==> src/rtl/bip_tx_pkg.sv <==
// Shared types and constants for the BIP transmit scheduler.
package bip_tx_pkg;

    typedef enum logic [1:0] {
        IDLE = 2'd0,
        SEND = 2'd1,
        WAIT = 2'd2
    } state_t;

    localparam logic [3:0] HDR_TAG = 4'hA;

    function automatic int unsigned calc_bytes(input int unsigned data_w);
        return data_w / 8;
    endfunction

endpackage

==> src/rtl/tx_req_buffer.sv <==
// One-entry holding register for a requester word.
// A word is accepted when valid & ready; clear empties it when the word is granted.
module tx_req_buffer #(
    parameter int unsigned DATA_W = 16
) (
    input  logic              clk,
    input  logic              rst_n,
    input  logic              valid,
    input  logic [DATA_W-1:0] data,
    input  logic              clear,
    output logic              ready,
    output logic              full,
    output logic [DATA_W-1:0] word
);

    always_ff @(posedge clk or negedge rst_n) begin
        if (!rst_n) begin
            full <= 1'b0;
            word <= '0;
        end else if (valid && !full) begin
            full <= 1'b1;
            word <= data;
        end else if (clear) begin
            full <= 1'b0;
        end
    end

    assign ready = !full;

endmodule

==> src/rtl/bip_tx_scheduler.sv <==
// Round-robin scheduler serialising two word requesters onto a byte-wide UART transmitter.
// Define BIP_TX_HEADER_EN to prefix each frame with a {HDR_TAG, 3'b000, grant} header byte.
module bip_tx_scheduler
    import bip_tx_pkg::*;
#(
    parameter int unsigned DATA_W  = 16,
    parameter int unsigned TIMEOUT = 0
) (
    input  logic              CLK,
    input  logic              RESET,
    input  logic              REQ0_VALID,
    input  logic [DATA_W-1:0] REQ0_DATA,
    output logic              REQ0_READY,
    input  logic              REQ1_VALID,
    input  logic [DATA_W-1:0] REQ1_DATA,
    output logic              REQ1_READY,
    output logic              TX_START,
    output logic [7:0]        TX_DATA,
    input  logic              TX_DONE,
    output logic              GRANT,
    output logic              BUSY,
    output logic              ERR
);

    localparam int unsigned BYTES = calc_bytes(DATA_W);
`ifdef BIP_TX_HEADER_EN
    localparam int unsigned FRAME = BYTES + 1;
`else
    localparam int unsigned FRAME = BYTES;
`endif
    localparam int unsigned SH_W  = FRAME * 8;
    localparam int unsigned IDX_W = $clog2(FRAME + 1);
    localparam int unsigned WD_W  = (TIMEOUT > 0) ? $clog2(TIMEOUT + 1) : 1;
    localparam logic [IDX_W-1:0] LAST_IDX = IDX_W'(FRAME - 1);

    state_t            state, state_next;
    logic              full0, full1, clear0, clear1;
    logic [DATA_W-1:0] word0, word1, sel_word;
    logic [SH_W-1:0]   shreg, frame_word;
    logic [IDX_W-1:0]  idx;
    logic [WD_W-1:0]   wd_cnt;
    logic              last, sel, load, advance, finish, abort, wd_hit;

    tx_req_buffer #(.DATA_W(DATA_W)) u_buf0 (
        .clk(CLK), .rst_n(RESET), .valid(REQ0_VALID), .data(REQ0_DATA),
        .clear(clear0), .ready(REQ0_READY), .full(full0), .word(word0)
    );

    tx_req_buffer #(.DATA_W(DATA_W)) u_buf1 (
        .clk(CLK), .rst_n(RESET), .valid(REQ1_VALID), .data(REQ1_DATA),
        .clear(clear1), .ready(REQ1_READY), .full(full1), .word(word1)
    );

    assign wd_hit   = (TIMEOUT != 0) && (wd_cnt == WD_W'(TIMEOUT - 1));
    assign sel_word = sel ? word1 : word0;
`ifdef BIP_TX_HEADER_EN
    assign frame_word = {HDR_TAG, 3'b000, sel, sel_word};
`else
    assign frame_word = sel_word;
`endif
    assign clear0  = load && !sel;
    assign clear1  = load && sel;
    assign TX_DATA = shreg[SH_W-1 -: 8];

    always_ff @(posedge CLK or negedge RESET) begin
        if (!RESET) state <= IDLE;
        else        state <= state_next;
    end

    always_comb begin
        state_next = state;
        load       = 1'b0;
        advance    = 1'b0;
        finish     = 1'b0;
        abort      = 1'b0;
        sel        = (full0 && full1) ? !last : full1;
        case (state)
            IDLE: if (full0 || full1) begin
                load       = 1'b1;
                state_next = SEND;
            end
            SEND: state_next = WAIT;
            WAIT: begin
                // TX_DONE wins over a coinciding watchdog expiry
                if (TX_DONE) begin
                    if (idx == LAST_IDX) begin
                        finish     = 1'b1;
                        state_next = IDLE;
                    end else begin
                        advance    = 1'b1;
                        state_next = SEND;
                    end
                end else if (wd_hit) begin
                    abort      = 1'b1;
                    state_next = IDLE;
                end
            end
            default: state_next = IDLE;
        endcase
    end

    always_comb begin
        TX_START = (state == SEND);
        BUSY     = (state != IDLE);
    end

    always_ff @(posedge CLK or negedge RESET) begin
        if (!RESET) begin
            shreg  <= '0;
            idx    <= '0;
            GRANT  <= 1'b0;
            last   <= 1'b1;
            wd_cnt <= '0;
            ERR    <= 1'b0;
        end else begin
            if (load) begin
                shreg <= frame_word;
                idx   <= '0;
                GRANT <= sel;
            end else if (advance) begin
                shreg <= shreg << 8;
                idx   <= idx + 1'b1;
            end
            if (state == SEND)      wd_cnt <= '0;
            else if (state == WAIT) wd_cnt <= wd_cnt + 1'b1;
            if (finish || abort) last <= GRANT;
            if (abort)           ERR  <= 1'b1;
        end
    end

endmodule

==> config.mk <==
export PLATFORM = sky130hd
export DESIGN_NAME = bip_tx_scheduler
export DESIGN_NICKNAME = d
export VERILOG_FILES = /design/src/rtl/bip_tx_pkg.sv /design/src/rtl/tx_req_buffer.sv /design/src/rtl/bip_tx_scheduler.sv
export SDC_FILE = /design/constraint.sdc
export NUM_CORES = 1
export LEC_CHECK = 0
export CORE_MARGIN = 2
export CORE_UTILIZATION = 45
export CTS_BUF_LIST = sky130_fd_sc_hd__clkbuf_16
export DETAILED_ROUTE_END_ITERATION = 8
export HOLD_SLACK_MARGIN = 0.03
export PLACE_DENSITY = 0.79
export SLEW_MARGIN = 10
export SYNTH_ARGS = -nofsm -noshare
export SYNTH_HDL_FRONTEND = slang
export SYNTH_SLANG_ARGS = --single-unit
export TNS_END_PERCENT = 50
==> constraint.sdc <==
create_clock -name CLK -period 1.9 [get_ports CLK]
set_input_delay 0.38 -clock CLK [delete_from_list [all_inputs] [get_ports CLK]]
set_output_delay 0.38 -clock CLK [all_outputs]
set_load 0.005 [all_outputs]
==> results.json <==
{
  "slew_viol_final": 0,
  "grt_pass1_wl_mm": 7.89,
  "cpPeakStageDelay_ns": 0.51,
  "crit_slowest_cell": "dfrtp_2",
  "synthArstFlopShare_pct": 100,
  "use_met2_pct": 27.0,
  "rsz0062_at_grt": "no",
  "n_antenna_cell": 0,
  "synthTopCellsByArea": "dfrtp_1 (54%), mux2_1 (11%), mux2_4 (5.3%)",
  "drt_iter0_drc": 154,
  "cp-end-kind": "output pin",
  "synth_ff_type": "dfrtp_1",
  "grt_max_degree": 29,
  "irDropWorstVdd_mv": 0.652,
  "dieWidth_um": 79.3,
  "synth_cells": 201,
  "ant_nets": 0,
  "port_buffers": 49,
  "clk_latency_ns": 0.29,
  "syn_area_per_cell_um2": 12.7,
  "numCtsBuffers": 5,
  "timing.final.crit_period_ns": 1.79,
  "dr.pass1.iters": 4,
  "worst-endpoint-required_ns": 1.52,
  "clock-sinks": 56,
  "rows": 27,
  "gp_congestion": 0.832,
  "wl_per_cell_um": 15.3,
  "drcViolationCount": 0,
  "vias": 1669,
  "yosysTopAreaCell": "dfrtp_1",
  "clock_skew_ns": 0.00441,
  "nets": 287,
  "worst-path-max-fanout": 14,
  "cts_setup_buffers": 0,
  "fin_crit_sh_pct": 94.1,
  "area_delta_synth_final_pct": 27.1,
  "syn_nets": 239,
  "start_util_pct": 46.6,
  "maxCapViolCount": 0,
  "grt_antenna_before_repair": 0,
  "synth-edff-count": 0,
  "synth_top_area_share_pct": 54.0,
  "drive_gt1_share_pct": 14.9,
  "crit_chain": "inv_2 -> clkdlybuf4s50_1",
  "power.leakage_uw": 0.00143,
  "hold_ws_ns": 0.489,
  "arrival_ns": 1.41,
  "die-area_mm2": 0.00628,
  "min-delay-path-class": "reg2reg",
  "die_h_um": 79.3,
  "grt.overflow.total": 0,
  "grt_use_met3_pct": 4.32,
  "grt_pass1_vias": 1705,
  "core_area_mm2": 0.00547,
  "clk_pin_slew_ns": 0.07,
  "synth_cell_types": 31,
  "cts_tree": "done",
  "max_freq_mhz": 559,
  "ioPinCount": 51,
  "yosys_warnings": 0,
  "ctsLongestPathBuffers": 2,
  "hold_violations": 0,
  "netlist_area_mm2": 0.00255,
  "cts_max_level": 2,
  "ys_ff_latch": 56,
  "grt_use_total_pct": 16.5,
  "drt_wl_total_mm": 4.91,
  "setup_violations": 0,
  "grt_use_met1_pct": 20.5,
  "dp_hpwl_mm": 3.46,
  "critPathKind": "reg2out",
  "synth-seq-area-share_pct": 55.0,
  "powerDensity_mw_per_mm2": 1710,
  "fillers": 468,
  "run_status": "completed",
  "grt.busiest_layer": "met2",
  "root_buffer": "clkbuf_16",
  "start_kind": "flip-flop",
  "viasPerCell": 5.20,
  "final.setup.tns_ns": 0
}
placed cells by master, fill, tap and decap left out, drive strengths merged, types with 2 or more instances in the layout:
cell            n
a21oi           9
nand2b          2
clkbuf          5
nand2          18
inv             6
dfrtp          55
mux2           33
nor2            4
nor2b           3
clkdlybuf4s50  48
o21ai          20
buf            11
a21o            8
mux2i           8
o22a            8
where the power goes:
part / internal, µW / switching, µW / total [µW]
sequential: 1810 / 413 / 2230
clock: 474 / 385 / 859
combinational: 1380 / 1080 / 2460
total: 3670 / 1880 / 5550
state kept, by name, summed over array words and instances (netlist names):
signal / cells
shreg: 16
GRANT: 1
idx: 2
u_buf0.word: 16
u_buf0.full: 1
u_buf1.word: 16
u_buf1.full: 1
last: 1
state: 2
worst paths after layout:
kind                                      from               to  slack, ns  depth (start not counted)
min in group asynchronous                RESET  u_buf0.word[14]       0.55                          2
worst min register to register  u_buf1.word[6]   u_buf1.word[6]       0.49                          1
worst max-delay path               u_buf1.full       REQ1_READY       0.11                          2
worst max register to register          idx[0]         shreg[9]       0.25                          6
max in group asynchronous                RESET             last       0.80                          3
worst min-delay path            u_buf1.word[6]   u_buf1.word[6]       0.49                          1
critical path: cells and delay by family, from the launching register on:
kind	cells	cell delay [ns]
buffers and inverters	2	0.61
flip-flops	1	0.51
synthesized netlist by cell type, types with 3 or more instances:
cell type and n:
mux2_4 9, mux2_1 24, o21ai_0 9, a21o_1 8, nor2b_1 3, o21ai_1 9, o22a_1 8, mux2i_1 8
buf_4 10, a21oi_1 9, dfrtp_1 55, buf_6 6, nand2_1 18
what timing repair did:
action,CTS,global route
setup endpoints to repair,0,1
hold buffers,1,0
resized for setup,0,1
endpoints found under the hold margin,14,0
routing by layer:
metal	vias to the layer above	wire length (µm)	share of wire, %
li1	794	-	-
met1	824	2160	44
met2	40	2430	49
met3	11	191	3.9
met4	0	133	2.7
met5	-	0	0
layout make-up:
type | count | area [µm²] | area share (%)
Sequential cell | 56 | 1400 | 43.3
Clock inverter | 2 | 8.76 | 0.270
Clock buffer | 5 | 125 | 3.86
Multi-Input combinational cell | 121 | 966 | 29.8
Tap cell | 72 | 90.1 | 2.78
Inverter | 5 | 26.3 | 0.811
Timing Repair Buffer | 60 | 621 | 19.2
through the flow:
step / utilization, % / setup WS [ns] / power [µW] / std cells / area (µm²)
after floorplan: - / 0.451 / 3940 / 201 / 2550
after global placement: 56.6 / 0.125 / 4580 / 313 / 3100
after detailed placement: 56.6 / 0.0787 / 4690 / 313 / 3100
after CTS: 59.2 / 0.0244 / 5570 / 321 / 3240
after global routing: 59.2 / 0.0726 / 5900 / 321 / 3240
final: 59.2 / 0.112 / 5550 / 321 / 3240
cell families after synthesis:
logic type               Yosys count  share of synthesized area [%]
flip-flops                        56                           55.0
AO/OA/AOI/OAI                     50                           13.0
multiplexers                      41                           19.0
AND/OR/NAND/NOR                   28                           5.11
buffers and inverters             24                           7.17
adder cells (fa/ha/maj)            1                          0.491
other                              1                          0.147
No activity file was read; power rests on OpenSTA's default activity.
